==> config.mk <==
export PLATFORM = sky130hd
export DESIGN_NAME = mem_arbiter
export DESIGN_NICKNAME = d
export VERILOG_FILES = /design/src/rtl/mem_arb_pkg.sv /design/src/rtl/mem_arbiter.sv
export SDC_FILE = /design/constraint.sdc
export NUM_CORES = 1
export LEC_CHECK = 0
export ABC_CLOCK_PERIOD_IN_PS = 1600
export BUFFER_PORTS_ARGS = -buffer_cell sky130_fd_sc_hd__buf_2
export CAP_MARGIN = 20
export CELL_PAD_IN_SITES_DETAIL_PLACEMENT = 0
export CELL_PAD_IN_SITES_GLOBAL_PLACEMENT = 1
export CORE_MARGIN = 2
export CORE_UTILIZATION = 31
export DETAILED_ROUTE_END_ITERATION = 10
export GPL_ROUTABILITY_DRIVEN = 0
export GPL_TIMING_DRIVEN = 0
export PLACE_DENSITY_LB_ADDON = 0.05
export RECOVER_POWER = 50
export SLEW_MARGIN = 40
export SYNTH_ARGS = -nofsm -noshare
export SYNTH_HDL_FRONTEND = slang
export SYNTH_SLANG_ARGS = --single-unit
==> constraint.sdc <==
create_clock -name clk -period 1.6 [get_ports clk]
set_input_delay 0.16 -clock clk [delete_from_list [all_inputs] [get_ports clk]]
set_output_delay 0.16 -clock clk [all_outputs]
set_load 0.03 [all_outputs]
==> src/rtl/mem_arb_pkg.sv <==
// Shared encodings for the two-port memory arbiter: FSM states and port indices.
package mem_arb_pkg;

  typedef enum logic [1:0] {
    IDLE   = 2'd0,
    ACCESS = 2'd1,
    DONE   = 2'd2
  } state_t;

  localparam logic PORT_F = 1'b0;
  localparam logic PORT_D = 1'b1;

endpackage

==> src/rtl/mem_arbiter.sv <==
// Arbiter/sequencer sharing one single-port memory between fetch (port 0) and load/store (port 1).
// Build option: MEM_ARB_FIXED_PRIO_EN selects fixed data-port priority instead of round-robin.
module mem_arbiter
  import mem_arb_pkg::*;
#(
  parameter int AW = 16,
  parameter int DW = 16
) (
  input  logic          clk,
  input  logic          reset,
  input  logic          f_req,
  input  logic [AW-1:0] f_addr,
  output logic          f_ack,
  output logic [DW-1:0] f_rdata,
  input  logic          d_req,
  input  logic [AW-1:0] d_addr,
  input  logic          d_we,
  input  logic [DW-1:0] d_wd,
  output logic          d_ack,
  output logic [DW-1:0] d_rdata,
  output logic [AW-1:0] mem_a,
  output logic          mem_we,
  output logic [DW-1:0] mem_wd,
  input  logic [DW-1:0] mem_rd
);

  state_t        state;
  logic [AW-1:0] a_q;
  logic [DW-1:0] wd_q;
  logic          we_q;
  logic          owner;
  logic          last;
  logic          win;

  // Winner of the current request set; only meaningful when some req is high.
  always_comb begin
    win = PORT_F;
    if (f_req && d_req) begin
`ifdef MEM_ARB_FIXED_PRIO_EN
      win = PORT_D;
`else
      win = ~last;
`endif
    end else if (d_req) begin
      win = PORT_D;
    end
  end

  // Reset gates the strobe combinationally so an interrupted store never lands.
  assign mem_a  = a_q;
  assign mem_wd = wd_q;
  assign mem_we = (state == ACCESS) & we_q & ~reset;

  always_ff @(posedge clk) begin
    if (reset) begin
      state   <= IDLE;
      a_q     <= '0;
      wd_q    <= '0;
      we_q    <= 1'b0;
      owner   <= PORT_F;
      last    <= PORT_D;
      f_ack   <= 1'b0;
      d_ack   <= 1'b0;
      f_rdata <= '0;
      d_rdata <= '0;
    end else begin
      f_ack <= 1'b0;
      d_ack <= 1'b0;
      case (state)
        IDLE: begin
          if (f_req || d_req) begin
            owner <= win;
            last  <= win;
            if (win == PORT_D) begin
              a_q  <= d_addr;
              we_q <= d_we;
              wd_q <= d_wd;
            end else begin
              a_q  <= f_addr;
              we_q <= 1'b0;
            end
            state <= ACCESS;
          end
        end
        ACCESS: begin
          if (!we_q) begin
            if (owner == PORT_D) d_rdata <= mem_rd;
            else                 f_rdata <= mem_rd;
          end
          if (owner == PORT_D) d_ack <= 1'b1;
          else                 f_ack <= 1'b1;
          state <= DONE;
        end
        DONE:    state <= IDLE;
        default: state <= IDLE;
      endcase
    end
  end

endmodule
==> results.toml <==
[critical_path]
worstSetupEndpointType = "output pin"
r2r-start = "owner"
cp.arrival_ns = 1.33
cp_slowest_stage_delay_ns = 0.40
crit_start = "state[0]"
critPathRequiredTime_ns = 1.44
cp_max_fo = 7
critPathKind = "reg2out"
crit_path_top_delay_cell = "dfxtp_2"
start_kind = "flop"
path_cells = "nor3b_4 -> and2_1 -> buf_2"

[floorplan]
core_sq_um = 8640
die_h_microns = 97.8
dieArea_sq_um = 9560
io_pins = 136
start_util_pct = 31.6
rows = 34
fp.dieW_microns = 97.8

[yosys]
yosysUniqueCellTypes = 26
yosysSeqAreaShare_pct = 52.1
synth_area_sq_um = 2730
syn_nets = 401
yosys_warnings = 0
syn_inst = 332
syn_area_per_cell_sq_um = 8.21
synth-seq-cells = 71

[clocking]
cts.sinks = 71
cts.path.max_buffers = 2
tritoncts = "done"
numCtsBuffers = 9
path_clk_slew_ns = 0.08
holdBufCountCts = 0
worstSkewPairLatency_ns = 0.34
cts_root_buf = "clkbuf_8"
h-tree-depth = 3

[place]
placed_cell_area_sq_um = 3530
numPortBuffers = 134
pre_cts_slack_ns = 0.0222
place_hpwl_microns = 5880
dp_cells = 574

[finish]
drive_gt1_share_pct = 23.8
syn_to_final_growth_pct = 35.0
fillerInstances = 947
stdcell_count = 591
final_cell_mix = "nand2_1, buf_2, clkbuf_1"
final_common_cell = "nand2_1"
diodes = 0
fin_nets = 547
finalInstanceArea_sq_um = 3680

[pwr]
p_leak_nw = 1.43
power.density_nw_per_um2 = 1140
peakVddDrop_v = 0.000450

[status]
status = "finished clean"

[timing]
grt_setup_unrepaired = "false"
clock_skew_ns = 0.0117
slew_violations = 0
period_minus_slack_ns = 1.49
setup_slack_ns = 0.107
tightestPinTransition_ns = 0.555
finalCritPeriodShare_pct = 93.3
max_freq_mhz = 670
holdWs_ns = 0.0576
hold_viol = 0
fin_tns_setup_ns = 0
finalSetupViolCount = 0
relSlewSlack_pct = 63.0

[route]
post-route-drc-count = 0
wirelength_microns = 8250
dr.pass1.iters = 4
wl_per_cell_microns = 14.0
drtIter0Drc = 101
antenna_left = 0
vias = 2807
viasPerCell = 4.75

[grt]
grt-ovfl-total = 0
grt_use_total_pct = 17.3
grt_pass1_vias = 2668
grt_antenna_before_repair = 0
grt_pass1_wl_microns = 13200
grt_max_degree = 14

[flow_run]
drv_cap = 0

[min_path]
min-delay-start = "mem_rd[3]"
hp-class = "in2reg"
==> power breakdown <==
part / switching, mW / leakage (nW) / internal [mW]
combinational: 0.554 / 0.754 / 0.259
sequential: 0.0684 / 0.581 / 1.88
clock: 0.714 / 0.0956 / 0.722
==> Yosys cell counts (all sizes together) <==
master	count	area share (%)
nand3	17	3.1
and2	2	0.46
o21ai	18	3.3
nor3b	1	0.28
clkbuf	15	2.2
or2	2	0.46
a221o	1	0.37
a21boi	1	0.41
nor2	4	0.92
a311oi	16	5.1
buf	14	3.0
a21bo	1	0.37
nor4bb	1	0.37
nand2	98	13
a21oi	66	12
nor4b	1	0.87
dfxtp	71	52
nand4bb	1	0.41
nor2b	1	0.23
or4b	1	0.37
==> through the flow <==
| stage | total power [mW] | utilization (%) |
|---|---|---|
| floorplan | 2.52 | - |
| global placement | 2.82 | 40.9 |
| detailed placement | 2.83 | 40.9 |
| CTS | 4.29 | 43.3 |
| global route | 4.44 | 42.6 |
| finish | 4.20 | 42.6 |
==> repair_timing <==
action                     4_1_cts  5_1_grt
setup endpoints to repair        1       29
gates resized for setup          2        8
buffers inserted                 0        1
==> final timing paths <==
path                  to  depth (start not counted)  slack [ns]
max               mem_we                          3        0.11
min           f_rdata[3]                          3        0.06
max reg2reg  f_rdata[12]                          5        0.11
min reg2reg   d_rdata[7]                          2        0.46
==> sequential cells by signal, indices dropped and copies added (netlist names), 2 cells and up <==
name,flops
mem_a,16
mem_wd,16
f_rdata,16
d_rdata,16
state,2
==> layout make-up <==
type | instances | area [sq um] | area share, %
clock inverter | 7 | 72.6 | 1.97
tap | 108 | 135 | 3.67
timing repair buffer | 135 | 598 | 16.3
clock buffer | 9 | 124 | 3.37
multi-input combinational | 232 | 1180 | 32.1
sequential | 71 | 1420 | 38.7
buffer | 29 | 146 | 3.98
==> per-layer routing <==
metal  share of wire (%)  global-route usage, %  wire length [microns]
met1                  46                   22.4                   3780
met2                  44                   26.6                   3670
met3                 7.6                   5.23                    623
met4                 2.1                   7.59                    173
met5                   0                      0                      0
==> worst max-delay path: cells and delay by family (launching register included) <==
family        cells  cell delay, ns
flops             1            0.40
buf+inv           1            0.20
simple gates      2            0.39
==> logic make-up after synthesis <==
family	synth area share (%)
AND/OR/NAND/NOR	21.0
buffers and inverters	5.19
AO/OA/AOI/OAI	21.7
flip-flops	52.1
(Power assumes the default switching activity.)
